<file path="src/rtl/mul_seq_ctrl.sv">
// mul_seq_ctrl: multi-cycle radix-2 shift-add multiply sequencer for the CPU MUL path.
// The CPU stays stalled while a multiply is in flight. The registered 2*WIDTH-bit product
// is presented with a one-cycle done pulse, which acts as the MUL write-back enable.
//
// Ports:
//   clk        CPU clock; every state change happens on the rising edge
//   reset      synchronous, active-high
//   start      multiply request (sampled in IDLE only)
//   signed_op  1 = two's-complement operands, 0 = unsigned (sampled with start)
//   cancel     synchronous abort; beats a simultaneous start
//   src1/src2  multiplicand / multiplier (sampled with start)
//   busy       registered, high during RUN and FIX
//   stall      combinational: busy | (start & idle & ~cancel)
//   done       registered one-cycle completion pulse
//   result_lo  registered low half of the product, held until the next completion
//   result_hi  registered high half of the product, held until the next completion
module mul_seq_ctrl #(
  parameter int unsigned WIDTH = 32
) (
  input  logic             clk,
  input  logic             reset,
  input  logic             start,
  input  logic             signed_op,
  input  logic             cancel,
  input  logic [WIDTH-1:0] src1,
  input  logic [WIDTH-1:0] src2,
  output logic             busy,
  output logic             stall,
  output logic             done,
  output logic [WIDTH-1:0] result_lo,
  output logic [WIDTH-1:0] result_hi
);

  localparam int unsigned CW = $clog2(WIDTH + 1);
  localparam logic [2*WIDTH-1:0] ONE_2W = {{(2*WIDTH-1){1'b0}}, 1'b1};
  localparam logic [WIDTH-1:0]   ONE_W  = {{(WIDTH-1){1'b0}}, 1'b1};
  localparam logic [CW-1:0]      ONE_C  = {{(CW-1){1'b0}}, 1'b1};
  localparam logic [CW-1:0]      LAST_C = CW'(WIDTH - 1);

  typedef enum logic [1:0] {IDLE, RUN, FIX} state_t;

  state_t             state_q, state_d;
  logic               busy_q, busy_d;
  logic               done_q, done_d;
  logic [WIDTH-1:0]   result_lo_q, result_lo_d;
  logic [WIDTH-1:0]   result_hi_q, result_hi_d;
  logic [2*WIDTH-1:0] acc_q, acc_d;
  logic [2*WIDTH-1:0] mcand_q, mcand_d;
  logic [WIDTH-1:0]   mplier_q, mplier_d;
  logic [CW-1:0]      cnt_q, cnt_d;
  logic               neg_q, neg_d;

  logic [WIDTH-1:0]   mag1, mag2;

  // Operand magnitudes; |-2^(WIDTH-1)| wraps back to 2^(WIDTH-1), which is
  // exactly the right unsigned value, so no overflow handling is needed.
  always_comb begin
    mag1 = src1;
    mag2 = src2;
    if (signed_op && src1[WIDTH-1]) mag1 = (~src1) + ONE_W;
    if (signed_op && src2[WIDTH-1]) mag2 = (~src2) + ONE_W;
  end

  always_comb begin
    state_d     = state_q;
    done_d      = 1'b0;
    result_lo_d = result_lo_q;
    result_hi_d = result_hi_q;
    acc_d       = acc_q;
    mcand_d     = mcand_q;
    mplier_d    = mplier_q;
    cnt_d       = cnt_q;
    neg_d       = neg_q;

    unique case (state_q)
      IDLE: begin
        if (start && !cancel) begin
          mcand_d  = {{WIDTH{1'b0}}, mag1};
          mplier_d = mag2;
          neg_d    = signed_op & (src1[WIDTH-1] ^ src2[WIDTH-1]);
          acc_d    = '0;
          cnt_d    = '0;
          state_d  = RUN;
        end
      end
      RUN: begin
        if (cancel) begin
          state_d = IDLE;
        end else begin
          if (mplier_q[0]) acc_d = acc_q + mcand_q;
          mcand_d  = mcand_q << 1;
          mplier_d = mplier_q >> 1;
          cnt_d    = cnt_q + ONE_C;
          if (cnt_q == LAST_C) state_d = FIX;
        end
      end
      FIX: begin
        if (cancel) begin
          state_d = IDLE;
        end else begin
          {result_hi_d, result_lo_d} = neg_q ? ((~acc_q) + ONE_2W) : acc_q;
          done_d  = 1'b1;
          state_d = IDLE;
        end
      end
      default: state_d = IDLE;
    endcase

    busy_d = (state_d != IDLE);
  end

  always_ff @(posedge clk) begin
    if (reset) begin
      state_q     <= IDLE;
      busy_q      <= 1'b0;
      done_q      <= 1'b0;
      result_lo_q <= '0;
      result_hi_q <= '0;
      acc_q       <= '0;
      mcand_q     <= '0;
      mplier_q    <= '0;
      cnt_q       <= '0;
      neg_q       <= 1'b0;
    end else begin
      state_q     <= state_d;
      busy_q      <= busy_d;
      done_q      <= done_d;
      result_lo_q <= result_lo_d;
      result_hi_q <= result_hi_d;
      acc_q       <= acc_d;
      mcand_q     <= mcand_d;
      mplier_q    <= mplier_d;
      cnt_q       <= cnt_d;
      neg_q       <= neg_d;
    end
  end

  assign busy      = busy_q;
  assign done      = done_q;
  assign result_lo = result_lo_q;
  assign result_hi = result_hi_q;
  assign stall     = busy_q | (start & (state_q == IDLE) & ~cancel);

endmodule

</file>
<file path="config.mk">
export PLATFORM = sky130hd
export DESIGN_NAME = mul_seq_ctrl
export DESIGN_NICKNAME = d
export VERILOG_FILES = /design/src/rtl/mul_seq_ctrl.sv
export SDC_FILE = /design/constraint.sdc
export NUM_CORES = 1
export LEC_CHECK = 0
export ABC_AREA = 1
export BUFFER_PORTS_ARGS = -buffer_cell sky130_fd_sc_hd__buf_2
export CAP_MARGIN = 15
export CORE_MARGIN = 4
export CORE_UTILIZATION = 55
export DETAILED_ROUTE_END_ITERATION = 12
export PLACE_DENSITY = 0.74
export SYNTH_ARGS = -nofsm -noshare
export SYNTH_HDL_FRONTEND = slang
export SYNTH_SLANG_ARGS = --single-unit
</file>
<file path="constraint.sdc">
create_clock -name clk -period 2.7 [get_ports clk]
set_clock_uncertainty 0.05 [all_clocks]
set_input_delay 0.135 -clock clk [delete_from_list [all_inputs] [get_ports clk]]
set_output_delay 0.135 -clock clk [all_outputs]
set_load 0.03 [all_outputs]
</file>
---- Word level (Yosys, flattened, before mapping) ----
Cells that the tools add are included.
operators by class
  bitwise gates (word level) .............. 10
  mux-type cells .......................... 21
  reduce and logical (&&, ||, !) cells .... 12
  $add $sub $neg .......................... 5
  equality and inequality tests ........... 6
operators with widths
  cell                     count
  $mux W64                 6
  $pmux W64 S2             2
  $mux W32                 4
  $add A32 B1 Y32 const B  2
  $add A64 B1 Y64 const B  1
  $add A64 B64 Y64         1
  $not A32 Y32             2
  $not A64 Y64             1
  $pmux W32 S2             1
  $mux W6                  2
  $pmux W6 S2              1
  $add A6 B1 Y6 const B    1
  $eq A6 B5 Y1 const B     1
  $mux W2                  3
  $ne A2 B2 Y1 const B     3
  $pmux W2 S2              1
  $reduce_and A2 Y1        2
  $reduce_and A4 Y1        1
  $reduce_bool A2 Y1       2
  $and A1 B1 Y1            3
  $logic_and A1 B1 Y1      3
  $reduce_and A3 Y1        1
  $eq A2 B1 Y1 const B     1
  $eq A2 B2 Y1 const B     1
  other kinds (7)          8
word-level totals
  output and inout port bits .............. 67
  input bits .............................. 69
  flip-flop bits (word level) ............. 235

---- Logic depth before layout (Yosys ltp) ----
  word-level depth ........................ 5
  mapped depth ............................ 16

---- Worst setup path after synthesis ----
Ideal clock, no wire load.
  path kind ............................... register -> register
  start ................................... register acc_q[2]
  end ..................................... register acc_q[27]
  cell stages (with the launch flop) ...... 12
  period minus slack after synthesis ...... 1943 ps
  setup time .............................. 132 ps
  buffers on the path ..................... 0
  slack ................................... 757 ps
  data required time ...................... 2518 ps
  arrival ................................. 1760 ps
  path through ............................ dfxtp_1 ha_1 or2_2 nand3_1 nand2_1 nand2_1 nand2_1 nand2_1 nand2_1 or2_2 nand3_1 a21oi_1
on the way
  cells in the longest elaborated chain, start to end .. 4
ends and longest elaborated chain
  item                    RTL line  text
  start, declared         47        logic [2*WIDTH-1:0] acc_q, acc_d;
  start signal, assigned  119       acc_q <= '0;
  start signal, assigned  130       acc_q <= acc_d;
  $add A64 B64 Y64        90        if (mplier_q[0]) acc_d = acc_q + mcand_q;
  $mux W64                90
  $mux W64                87        if (cancel) begin
  $pmux W64 S2            75        unique case (state_q)
Every way passes these cells. The select of a mux whose other input is x is not followed.
A chain may end at the register's enable or synchronous reset.

---- Worst setup path in the final report ----
  start ................................... register mcand_q[0]
  end ..................................... register acc_q[46]
on the way
  cells in the longest elaborated chain, start to end .. 4
ends and longest elaborated chain
  item                    RTL line  text
  start, declared         48        logic [2*WIDTH-1:0] mcand_q, mcand_d;
  start signal, assigned  131       mcand_q <= mcand_d;
  $add A64 B64 Y64        90
  $mux W64                90
  $mux W64                87
  $pmux W64 S2            75
Every way passes these cells. The select of a mux whose other input is x is not followed.

==> run metrics <==
Setup crit start kind register; number of instances in the placed design 3,743; PortBufs 135; outcome finished clean; Filler cells 3,174; Worst Setup End Kind register; WP data required 3.09 ns; Final ANT Viol Nets 0; via count 21.4k; routed wire length 65,800 um; largest family of logic cells by synthesized area simple AND/OR/NAND/NOR gates; CP Class reg -> reg; Non-Filler Instances 3,860; Cells after Synth 3,218; Post-Synth Adder-Cell Area 0.0470; DRC 0; FMAX 388 MHz; die height 190 um; Post-Syn Area 18,300 um2; setup TNS 0 ns; Layout area overhead 16.4%; Mapped Avg Cell Area 5.67 um2; Pins Over Slew Limit 0; GPL Wtd Cong 1.04; unrepaired setup endpoints after global routing false; Netlist cell types 45; TritonCTS clock tree yes; overall die width 190 um; mux contribution to synthesized area 0; Initial DRC Count 2,211; total CTS buffers 28; H-Tree Depth 1; die area 36,200 um2; largest net degree at the start of global routing 119; core region area 32,600 um2; hpwl dp 50,300 um; Seq/Total Area, Yosys 0.258; max-cap viol count 0; Clock Pin Slew Worst Setup and Hold Paths 0.06 ns; Worst EP arrival 2.97 ns; vias in the first global route 19.9k; VDD IR max 0.488 mV; EDFF count, synth 0; cell area power density 436 nW/um2; crit path max fanout 4; fin crit share 0.954; post-synthesis share of cell area spent on xor and xnor gates 0.0226; Ys Warns 0; CTS Buffer Depth 3; setup bufs post-CTS 0; Synth Register Bits 235; drt wl/cell 17.0 um; TritonRoute pass-1 iters 6; Post-Place Cell Area 19,500 um2; Initial Utilization 0.559; Hold Fails Final Rpt 0; worst min-delay path category in -> reg; GRT overflow 0; worst skew pair latency 0.58 ns; share of cells above drive strength 1 0.0852; Simple-Gate Fraction of Synth Area 0.385; first-pass GRT wire length 105,000 um; Total GRT Usage 0.357; initial antenna violation count 0; Compound-Gate Fraction of Synth Area 0.159; # setup viols final 0; num ports 136; Worst slew margin 0.369; Power, Total 9270 uW; nets 3,533; Main synth FF type dfxtp_1; CTS sink cnt 235; FFs w/ async S/R, synth 0; Rows 66; CTS root buffer clkbuf_16; Leakage 0.0114 uW; Worst Max-Slew Pin Slew 0.946 ns; vias per cell 5.55; final instance area 21,200 um2; Period minus WS final 2.58 ns; Net Count, Synth 3,355
## what timing repair did
item                                    4_1_cts  5_1_grt
hold endpoints to repair                     77        0
hold buffers                                 65        0
resized for setup                             0        1
endpoints found under the setup margin        0        2
## state kept, by name, indices dropped and copies added, names as in the netlist
name	count
mcand_q	64
result_hi	32
done	1
acc_q	64
neg_q	1
state_q	2
mplier_q	32
cnt_q	6
result_lo	32
busy	1
## worst max-delay path, stage by stage, from the launching register on
cell     delay [ns]
dfxtp_1        0.36
ha_1           0.30
inv_1          0.10
fa_1           0.41
inv_1          0.14
nand2_1        0.07
nand3_1        0.16
nand2_1        0.07
nand2_1        0.12
nand2_1        0.08
nand2_1        0.16
nand2_1        0.09
nand2_1        0.06
nand2_1        0.05
nand3_1        0.12
a21oi_1        0.08
## power breakdown
group          total (uW)  leakage [uW]  internal (uW)  switching (uW)
Combinational        1300       0.00896            462             834
Clock                4250      0.000500           2640            1620
Sequential           3720       0.00191           3600             121
## cells in the final DEF (no fill, tap or decap), drive strengths merged, types with 37 or more instances in the layout
master and count:
ha 67, o21ai 210, dfxtp 235, nand3 232
inv 511, nor3 46, a21oi 300, buf 188
xor2 42, clkbuf 37, dlygate4sd3 65, nand2 961
nand4 42, nor2 356
## kinds of logic after synthesis
logic type | count (synthesis)
xor+xnor | 47
simple gates | 1695
buf+inv | 617
compound gates | 556
flops | 235
fa+ha+maj | 68
## cells in the mapped netlist (2+ instances only)
| master | count | share of area |
|---|---|---|
| nand2_1 | 959 | 0.20 |
| inv_1 | 504 | 0.10 |
| nor2_1 | 350 | 0.072 |
| a21oi_1 | 300 | 0.082 |
| dfxtp_1 | 235 | 0.26 |
| nand3_1 | 231 | 0.063 |
| o21ai_0 | 205 | 0.056 |
| clkbuf_1 | 75 | 0.015 |
| ha_1 | 67 | 0.046 |
| nor3_1 | 45 | 0.012 |
| nand4_1 | 42 | 0.014 |
| xor2_1 | 42 | 0.020 |
| or2_2 | 32 | 0.011 |
| buf_2 | 20 | 0.0055 |
| o211ai_1 | 17 | 0.0070 |
| nand3b_1 | 12 | 0.0049 |
| buf_1 | 8 | 0.0016 |
| a31oi_1 | 7 | 0.0024 |
| inv_2 | 7 | 0.0014 |
| nor4_1 | 6 | 0.0021 |
| a21o_1 | 5 | 0.0021 |
| xnor2_1 | 5 | 0.0024 |
| a22oi_1 | 4 | 0.0016 |
| nor2_2 | 4 | 0.0014 |
| nor3b_1 | 4 | 0.0016 |
| and2_1 | 3 | 0.0010 |
| o21ai_1 | 3 | 0.00082 |
| o221ai_1 | 3 | 0.0014 |
| buf_4 | 2 | 0.00082 |
| nand2_2 | 2 | 0.00069 |
| nor2_4 | 2 | 0.0012 |
| o21ai_2 | 2 | 0.00096 |
| o21bai_1 | 2 | 0.00082 |
| o31ai_1 | 2 | 0.00082 |
## metrics by stage
stage | hold slack, ns | worst slack, ns | utilization
after global placement | 0.331 | 0.205 | 0.599
after CTS | 0.0151 | 0.154 | 0.651
after floorplan | 0.161 | 0.757 | -
after detailed placement | 0.349 | 0.197 | 0.599
after global routing | 0.113 | 0.00964 | 0.651
final | 0.0448 | 0.124 | 0.651
## final timing paths
check | startpoint | to | slack, ns | cells past startpoint
setup / recovery | mcand_q[0] | acc_q[46] | 0.12 | 15
hold / removal | src1[30] | mcand_q[30] | 0.04 | 5
setup reg to reg | mcand_q[0] | acc_q[46] | 0.12 | 15
hold reg to reg | mplier_q[1] | mplier_q[0] | 0.44 | 2
## layer usage
metal	up-vias	track usage	part of all wire	wire length, um
met4	0	0.0997	0.031	2030
met2	957	0.553	0.42	27700
li1	10600	-	-	-
met5	-	0	0	0
met3	154	0.0558	0.10	6550
met1	9736	0.518	0.45	29500
## cell type report
type / instances / area (um2) / area share
multi-input combinational: 2366 / 11200 / 0.528
sequential: 235 / 4710 / 0.222
clock inverter: 13 / 239 / 0.0113
tap: 442 / 553 / 0.0260
timing repair buffer: 253 / 1800 / 0.0848
clock buffer: 37 / 795 / 0.0374
inverter: 512 / 1920 / 0.0905
antenna: 2 / 5.00 / 0.000236
(Power assumes the default switching activity.)
